`config.mk`:
```
export PLATFORM = sky130hd
export DESIGN_NAME = dp_ctrl_flat
export DESIGN_NICKNAME = d
export VERILOG_FILES = /design/src/rtl/dp_ctrl_if.sv /design/src/rtl/dp_ctrl.sv /design/src/flat_wrapper.sv
export SDC_FILE = /design/constraint.sdc
export NUM_CORES = 1
export LEC_CHECK = 0
export ABC_AREA = 1
export CORE_UTILIZATION = 39
export DETAILED_ROUTE_END_ITERATION = 6
export GPL_TIMING_DRIVEN = 0
export PLACE_DENSITY_LB_ADDON = 0.2
export SYNTH_ARGS = -nofsm -noshare
export SYNTH_HDL_FRONTEND = slang
export SYNTH_SLANG_ARGS = --single-unit
```
`constraint.sdc`:
```
create_clock -name clk_ctrl -period 1.5 [get_ports clk_ctrl]
set_clock_uncertainty 0.1 [all_clocks]
set_input_delay 0.15 -clock clk_ctrl [delete_from_list [all_inputs] [get_ports clk_ctrl]]
set_output_delay 0.15 -clock clk_ctrl [all_outputs]
set_load 0.01 [all_outputs]
```
`src/rtl/dp_ctrl_if.sv`:
```
`default_nettype none
// +--------------------------------------------------------------------+
// | dp_ctrl_if : command and result handshake channels of dp_ctrl      |
// | Revision   : 1.0                                                   |
// +--------------------------------------------------------------------+
interface dp_ctrl_if;
   logic        cmd_valid;
   logic        cmd_ready;
   logic        cmd_op;
   logic [1:0]  cmd_addr;
   logic [1:0]  cmd_instru;
   logic [15:0] cmd_data;
   logic        res_valid;
   logic        res_ready;
   logic [31:0] res_data;
   logic        res_err;

   modport master (
      output cmd_valid, cmd_op, cmd_addr, cmd_instru, cmd_data, res_ready,
      input  cmd_ready, res_valid, res_data, res_err
   );

   modport slave (
      input  cmd_valid, cmd_op, cmd_addr, cmd_instru, cmd_data, res_ready,
      output cmd_ready, res_valid, res_data, res_err
   );
endinterface
`default_nettype wire

```
`src/rtl/dp_ctrl.sv`:
```
`default_nettype none
// +--------------------------------------------------------------------+
// | dp_ctrl : command sequencer driving register bank / mux / ULA      |
// | Revision: 1.0                                                      |
// +--------------------------------------------------------------------+
module dp_ctrl #(
   parameter int SETTLE_CYC = 1,
   parameter int TIMEOUT    = 16
) (
   input  logic        clk_ctrl,
   input  logic        rst,
   dp_ctrl_if.slave    bus,
   output logic        valid_reg,
   output logic [1:0]  addr,
   output logic [15:0] data_in,
   output logic [1:0]  reg_sel,
   output logic        valid_ula,
   output logic [1:0]  instru,
   output logic [15:0] A,
   input  logic [31:0] dp_data_out,
   input  logic        dp_valid_out,
   output logic        busy,
   output logic [7:0]  timeout_cnt
);
   localparam logic [2:0] S_IDLE   = 3'd0;
   localparam logic [2:0] S_WRITE  = 3'd1;
   localparam logic [2:0] S_SETTLE = 3'd2;
   localparam logic [2:0] S_ISSUE  = 3'd3;
   localparam logic [2:0] S_WAIT   = 3'd4;
   localparam logic [2:0] S_RESP   = 3'd5;

   localparam logic [7:0] SETTLE_LAST  = 8'(SETTLE_CYC - 1);
   localparam logic [7:0] TIMEOUT_LAST = 8'(TIMEOUT - 1);

   logic [2:0]  state;
   logic [2:0]  state_nxt;
   logic [7:0]  cnt;
   logic        out_of_rst;
   logic        cmd_rdy;
   logic        res_vld;
   logic        cmd_hs;
   logic        res_hs;
   logic        wait_last;
   logic [31:0] res_data_q;
   logic        res_err_q;

   assign cmd_hs    = bus.cmd_valid & cmd_rdy;
   assign res_hs    = res_vld & bus.res_ready;
   assign wait_last = (cnt == TIMEOUT_LAST);

   assign bus.cmd_ready = cmd_rdy;
   assign bus.res_valid = res_vld;
   assign bus.res_data  = res_data_q;
   assign bus.res_err   = res_err_q;

   always_ff @(posedge clk_ctrl) begin
      if (rst) begin
         state      <= S_IDLE;
         out_of_rst <= 1'b0;
      end else begin
         state      <= state_nxt;
         out_of_rst <= 1'b1;
      end
   end

   always_comb begin
      state_nxt = state;
      case (state)
         S_IDLE:   if (cmd_hs) state_nxt = bus.cmd_op ? S_ISSUE : S_WRITE;
         S_WRITE:  state_nxt = S_SETTLE;
         S_SETTLE: if (cnt == SETTLE_LAST) state_nxt = S_IDLE;
         S_ISSUE:  state_nxt = S_WAIT;
         S_WAIT:   if (dp_valid_out || wait_last) state_nxt = S_RESP;
         S_RESP:   if (res_hs) state_nxt = S_IDLE;
         default:  state_nxt = S_IDLE;
      endcase
   end

   // cmd_ready stays low for the first cycle after reset so every output reads 0 under reset
   always_comb begin
      cmd_rdy   = (state == S_IDLE) && out_of_rst;
      valid_reg = (state == S_WRITE);
      valid_ula = (state == S_ISSUE);
      res_vld   = (state == S_RESP);
      busy      = (state != S_IDLE);
   end

   always_ff @(posedge clk_ctrl) begin
      if (rst) begin
         cnt         <= 8'd0;
         addr        <= 2'd0;
         reg_sel     <= 2'd0;
         data_in     <= 16'd0;
         A           <= 16'd0;
         instru      <= 2'd0;
         res_data_q  <= 32'd0;
         res_err_q   <= 1'b0;
         timeout_cnt <= 8'd0;
      end else begin
         case (state)
            S_IDLE: begin
               if (cmd_hs) begin
                  addr    <= bus.cmd_addr;
                  reg_sel <= bus.cmd_addr;
                  data_in <= bus.cmd_data;
                  A       <= bus.cmd_data;
                  instru  <= bus.cmd_instru;
               end
            end
            S_WRITE:  cnt <= 8'd0;
            S_SETTLE: cnt <= cnt + 8'd1;
            S_ISSUE:  cnt <= 8'd0;
            S_WAIT: begin
               // a valid result on the last wait cycle wins over the timeout
               if (dp_valid_out) begin
                  res_data_q <= dp_data_out;
                  res_err_q  <= 1'b0;
               end else if (wait_last) begin
                  res_data_q <= 32'd0;
                  res_err_q  <= 1'b1;
                  if (timeout_cnt != 8'hFF) timeout_cnt <= timeout_cnt + 8'd1;
               end else begin
                  cnt <= cnt + 8'd1;
               end
            end
            default: ;
         endcase
      end
   end
endmodule
`default_nettype wire

```
`src/flat_wrapper.sv`:
```
// flat-port wrapper written by rule: the top's interface ports become plain ports
module dp_ctrl_flat 
#(
   parameter int SETTLE_CYC = 1,
   parameter int TIMEOUT    = 16
)
  (clk_ctrl, rst, valid_reg, addr, data_in, reg_sel, valid_ula, instru, A, dp_data_out, dp_valid_out, busy, timeout_cnt, bus_cmd_valid, bus_cmd_op, bus_cmd_addr, bus_cmd_instru, bus_cmd_data, bus_res_ready, bus_cmd_ready, bus_res_valid, bus_res_data, bus_res_err);
  dp_ctrl_if bus_i ();
  input  logic clk_ctrl;
  input  logic rst;
  output logic valid_reg;
  output logic [1:0] addr;
  output logic [15:0] data_in;
  output logic [1:0] reg_sel;
  output logic valid_ula;
  output logic [1:0] instru;
  output logic [15:0] A;
  input  logic [31:0] dp_data_out;
  input  logic dp_valid_out;
  output logic busy;
  output logic [7:0] timeout_cnt;
  input wire logic [$bits(bus_i.cmd_valid)-1:0] bus_cmd_valid;
  input wire logic [$bits(bus_i.cmd_op)-1:0] bus_cmd_op;
  input wire logic [$bits(bus_i.cmd_addr)-1:0] bus_cmd_addr;
  input wire logic [$bits(bus_i.cmd_instru)-1:0] bus_cmd_instru;
  input wire logic [$bits(bus_i.cmd_data)-1:0] bus_cmd_data;
  input wire logic [$bits(bus_i.res_ready)-1:0] bus_res_ready;
  output wire logic [$bits(bus_i.cmd_ready)-1:0] bus_cmd_ready;
  output wire logic [$bits(bus_i.res_valid)-1:0] bus_res_valid;
  output wire logic [$bits(bus_i.res_data)-1:0] bus_res_data;
  output wire logic [$bits(bus_i.res_err)-1:0] bus_res_err;
  assign bus_i.cmd_valid = bus_cmd_valid;
  assign bus_i.cmd_op = bus_cmd_op;
  assign bus_i.cmd_addr = bus_cmd_addr;
  assign bus_i.cmd_instru = bus_cmd_instru;
  assign bus_i.cmd_data = bus_cmd_data;
  assign bus_i.res_ready = bus_res_ready;
  assign bus_cmd_ready = bus_i.cmd_ready;
  assign bus_res_valid = bus_i.res_valid;
  assign bus_res_data = bus_i.res_data;
  assign bus_res_err = bus_i.res_err;
  dp_ctrl #(.SETTLE_CYC(SETTLE_CYC), .TIMEOUT(TIMEOUT)) u_core (.clk_ctrl(clk_ctrl), .rst(rst), .bus(bus_i), .valid_reg(valid_reg), .addr(addr), .data_in(data_in), .reg_sel(reg_sel), .valid_ula(valid_ula), .instru(instru), .A(A), .dp_data_out(dp_data_out), .dp_valid_out(dp_valid_out), .busy(busy), .timeout_cnt(timeout_cnt));
endmodule
```
# Word-level counts from Yosys, hierarchy flattened
# Cells that the tools add are included.
# word_totals
in_bits,58
out_inout_bits,84
word_cells,54
reg_bits,73
# classes
n_mux,14
bitwise_logic,3
n_addsub,2
n_eq_ne,13
n_reduce_logical,13
# op_table
operator,n
32-bit two-way mux,2
8-bit one-hot mux with 3 select lines,1
3-bit one-hot mux with 6 select lines,1
8-bit by 1-bit adder with 8-bit output (second input constant),2
8-bit two-way mux,2
3-bit two-way mux,4
8-bit by 4-bit == test with 1-bit output (second input constant),1
8-bit zero test,1
8-bit inequality test (second input constant),1
4-bit AND reduction,2
3-bit by 2-bit == test with 1-bit output (second input constant),2
3-bit == test (second input constant),2
2-bit by 1-bit inequality test with 1-bit output (second input constant),3
2-bit inequality test (second input constant),3
3-bit nonzero test,2
2-bit AND reduction,2
3-bit by 1-bit == test with 1-bit output (second input constant),1
3-bit zero test,1
1-bit two-way mux,3
3-bit AND reduction,1
1-bit bitwise AND,2
2-bit two-way mux,1
2-bit nonzero test,1
2-bit OR reduction,1
other kinds (3),3

# Longest topological paths before layout
# logic_depth
ltp_word,5
depth_mapped,10
mapped_depth_nobuf,10

# Worst setup path after synthesis
# OpenSTA, ideal clock, no wires.
# synth_timing
kind,register to register
from,register u_core.timeout_cnt[0]
to,register u_core.timeout_cnt[7]
path_slack_ns,0.007
setup_ns,0.140
path_buffers,0
stages_incl_launch_ff,9
t_arrival_ns,1.253
required_time_ns,1.260
path_cell_list,dfxtp_1 ha_1 nand2_1 nor2_1 nand4_1 nand3_4 clkinv_4 nand2_1 a21oi_1
# synth_between
elab_chain_cells,2
elab_cells_between_ends,3
classes_between,add/sub: 1; eq/ne: 1; reduce/logical: 1
# synth_lines
element,line_no,rtl
"start, declared",dp_ctrl.sv:23,output logic [7:0] timeout_cnt
"start signal, assigned",dp_ctrl.sv:121,if (timeout_cnt != 8'hFF) timeout_cnt <= timeout_cnt + 8'd1;
branches (longest 2 deep; another with 8-bit by 1-bit adder with 8-bit output),n/a,
# Several ways; the timed one is not identified.
# A chain may end at the register's enable or synchronous reset.

# Final worst setup path
# layout_timing
from,register u_core.cnt[1]
to,register u_core.res_data_q[1] (netlist: u_core.bus.res_data[1])
# layout_between
elab_chain_cells,3
# layout_lines
element,line_no,rtl
"start, declared",dp_ctrl.sv:37,logic [7:0] cnt;
"start signal, assigned",dp_ctrl.sv:111,S_SETTLE: cnt <= cnt + 8'd1;
"start signal, assigned",dp_ctrl.sv:123,cnt <= cnt + 8'd1;
8-bit by 4-bit == test with 1-bit output,dp_ctrl.sv:49,assign wait_last = (cnt == TIMEOUT_LAST);
2-bit nonzero test (no line),n/a,
2-bit AND reduction (no line),n/a,
"end signal, assigned",dp_ctrl.sv:116,res_data_q <= dp_data_out;
"end, declared",dp_ctrl.sv:44,logic [31:0] res_data_q;
# No other way between the ends.

==> flow_summary.json <==
{
  "p_int_mw": 3.997,
  "cts_buffers": 9,
  "io_buffer_count": 140,
  "critPathRequiredTime_ns": 1.60,
  "min_period_ns": 1.607,
  "p_comb_share_pct": 35.2,
  "drive_gt1_share_pct": 36.77,
  "hold_viol_final": 0,
  "setup_tns_ns": -2.456,
  "wl_mm": 10.32,
  "slew_headroom_pct": 49.64,
  "async_flop_share_pct": 0,
  "setup_ws_ns": -0.1066,
  "critical_path.most_common_cell": "nand2_4",
  "diodes": 0,
  "die_y_um": 95.30,
  "core-area_mm2": 0.008299,
  "swShare_pct": 31.47,
  "path_buf_inv": 3,
  "synthCells": 433,
  "fin_area_mm2": 0.005946,
  "dp_hpwl_mm": 6.489,
  "synth_ff_type": "dfxtp_1",
  "yosysTopAreaCell": "dfxtp_1",
  "htreeDepth": 3,
  "gp_congestion": 0.8178,
  "netlist_top_cells_count": "nand2_1 (110), dfxtp_1 (73), a21oi_1 (48), nand3_1 (26)",
  "ys_warn_count": 0,
  "p_leak_nw": 2.979,
  "finalSetupViolCount": 38,
  "cp_slowest_stage_delay_ns": 0.36,
  "synth.net_count": 494,
  "synth_edf_count": 0,
  "die_w_um": 95.30,
  "ir_worst_vdd_v": 0.0005287,
  "io_pins": 142,
  "path_cells": "ha_4 -> nand2_4 -> inv_4 -> nand2_4 -> nor2_8 -> o21ai_4 -> buf_12 -> buf_8 -> nand2_1 -> a21oi_2",
  "fin_nets": 688,
  "die_area_mm2": 0.009081,
  "fin_crit_sh_pct": 107.1,
  "synthesis.area_mm2": 0.003395,
  "synth_top_cell_area_share_pct": 43.05,
  "grt_overflow": 0,
  "slowest_stage": "dfxtp_4",
  "seq_power_share_pct": 38.3,
  "clk_pin_slew_ns": 0.07,
  "synth_area_per_cell_um2": 7.840,
  "power_density_mw_per_mm2": 980.9,
  "synth_area_leaders": "dfxtp_1 (43%), nand2_1 (12%), a21oi_1 (7.1%)",
  "critical_path.startpoint_type": "flop",
  "grt_pass1_wl_mm": 15.38,
  "status": "finished with violations",
  "synth_most_common_cell": "nand2_1",
  "ctsHoldBuffers": 0,
  "insertion_delay_ns": 0.34,
  "violations": "negative setup slack",
  "worst_pin_slew_ns": 0.7554,
  "track_usage_pct": 21.71,
  "placed_area_mm2": 0.004927,
  "fmax_mhz": 622.4,
  "num_vias": 3595,
  "routedWlPerCell_um": 14.02,
  "num_rows": 33,
  "initial_core_util_pct": 40.90,
  "rsz0062_at_grt": "true",
  "final_max_slew_viol_count": 0,
  "switchingPower_mw": 1.835,
  "vias_per_cell": 4.885,
  "drt_iter0_drc": 71,
  "cts-root-buf": "clkbuf_8",
  "clock_sinks": 73,
  "grt_pass1_vias": 3305,
  "hold_class": "input port to flop",
  "syn_to_final_growth_pct": 75.16,
  "cp_top_family": "buffers and inverters",
  "first_pass_iters": 4,
  "worstPathArrival_ns": 1.71,
  "yosysUniqueCellTypes": 29,
  "cts_tree": "done",
  "synth-seq-cells": 73,
  "grt_start_max_net_pins": 12,
  "end_kind": "flop",
  "crit_path_max_fanout": 6,
  "antenna_found_initial": 0,
  "critPathKind": "flop to flop",
  "max-clock-path-buffers": 2,
  "power.share.clock_pct": 26.5,
  "drc": 0,
  "antenna_left": 0,
  "ys_seq_area_share_pct": 43.05,
  "drv_cap": 0
}
sequential cells by signal, indices dropped and copies added, names as in the netlist:
register / flops
u_core.addr: 2
u_core.bus.res_data: 32
u_core.bus.res_err: 1
u_core.cnt: 8
u_core.data_in: 16
u_core.instru: 2
u_core.out_of_rst: 1
u_core.state: 3
u_core.timeout_cnt: 8
through the flow:
| stage | instances | utilization [%] | power (mW) | hold WS, ns | worst slack [ns] |
|---|---|---|---|---|---|
| 6_report | 736 | 71.64 | 5.832 | 0.1730 | -0.1066 |
| 5_1_grt | 736 | 71.64 | 6.143 | 0.2181 | -0.1705 |
| 2_1_floorplan | 433 | - | 3.093 | 0.1932 | 0.006964 |
| 3_3_place_gp | 678 | 59.37 | 3.719 | 0.3458 | -0.2784 |
| 3_5_place_dp | 678 | 59.37 | 3.756 | 0.3556 | -0.2986 |
| 4_1_cts | 715 | 65.94 | 5.437 | 0.1475 | -0.1662 |
per-layer routing:
| metal | part of all wire [%] | GRT usage, % | vias to the layer above |
|---|---|---|---|
| met3 | 7.2 | 5.502 | 14 |
| met2 | 52 | 37.26 | 133 |
| met4 | 1.6 | 8.586 | 0 |
| li1 | - | - | 1780 |
| met5 | 0 | 0 | - |
| met1 | 39 | 25.75 | 1668 |
cells by family after synthesis:
logic type               synth area share [%]
XOR/XNOR                                1.806
adder cells (fa/ha/maj)                 1.106
buffers and inverters                   11.17
AO/OA/AOI/OAI                           13.97
flip-flops                              43.05
AND/OR/NAND/NOR                         28.90
worst reg2reg max path: cells and delay by family, from the launching register on:
family | cells | cell delay [ns]
buffers and inverters | 3 | 0.38
AOI/OAI and AO/OA | 2 | 0.15
DFF | 1 | 0.36
adders and majority gates | 1 | 0.14
and+or+nand+nor | 4 | 0.34
path summary, 6_finish.rpt:
path                              startpoint                                   to  slack (ns)  depth (start not counted)
min                                      rst           u_core.cnt[3]$_SDFFE_PP0P_        0.17                          4
max reg2reg       u_core.cnt[1]$_SDFFE_PP0P_  u_core.bus.res_data[1]$_SDFFE_PP0P_       -0.11                         10
min reg2reg  u_core.bus.res_err$_SDFFE_PP0P_      u_core.bus.res_err$_SDFFE_PP0P_        0.36                          2
max               u_core.cnt[1]$_SDFFE_PP0P_  u_core.bus.res_data[1]$_SDFFE_PP0P_       -0.11                         10
cells in the final DEF, fill, tap and decap left out, types with 2 or more instances in the layout:
cell type        instances
a21oi_1                 31
a21oi_2                 37
buf_12                   4
buf_2                    5
buf_4                   48
buf_6                   11
buf_8                    4
clkbuf_1                10
clkbuf_8                11
clkdlybuf4s50_1         62
clkinv_1                 3
clkinv_2                 2
clkinv_8                 2
dfxtp_1                 48
dfxtp_2                 19
dfxtp_4                  6
dlygate4sd2_1           39
dlymetal6s2s_1          34
ha_4                     2
inv_1                   18
inv_2                    4
nand2_1                 82
nand2_2                 42
nand2_4                  9
nand2_8                  3
nand3_1                 24
nand3_2                  3
nand3_4                  3
nand4_1                 10
nor2_1                  17
nor2_2                   4
nor2_4                   5
nor3_1                   5
o21ai_1                  5
xnor2_1                  4
xor2_1                   3
timing repair:
item                                    in CTS  in global routing
pin swaps                                    9                 16
cloned                                       4                  1
buffers inserted                            18                 20
gates resized for setup                    135                 89
endpoints found under the setup margin      93                 89
final cells by class:
class	instances	area, µm²
Clock inverter	3	40.04
Clock buffer	12	155.1
Sequential cell	73	1508
Fill cell	663	2354
Multi-Input combinational cell	295	1853
Inverter	29	141.4
Buffer	38	290.3
Timing Repair Buffer	181	1827
Tap cell	105	131.4
power by group through the flow:
stage | sequential, mW | combinational (mW) | clock (mW)
CTS | 2.22 | 1.64 | 1.58
global route | 2.25 | 2.24 | 1.65
detailed placement | 2.24 | 1.52 | 0
finish | 2.24 | 2.05 | 1.54
global placement | 2.23 | 1.49 | 0
floorplan | 2.24 | 0.850 | 0
(Power assumes the default switching activity.)
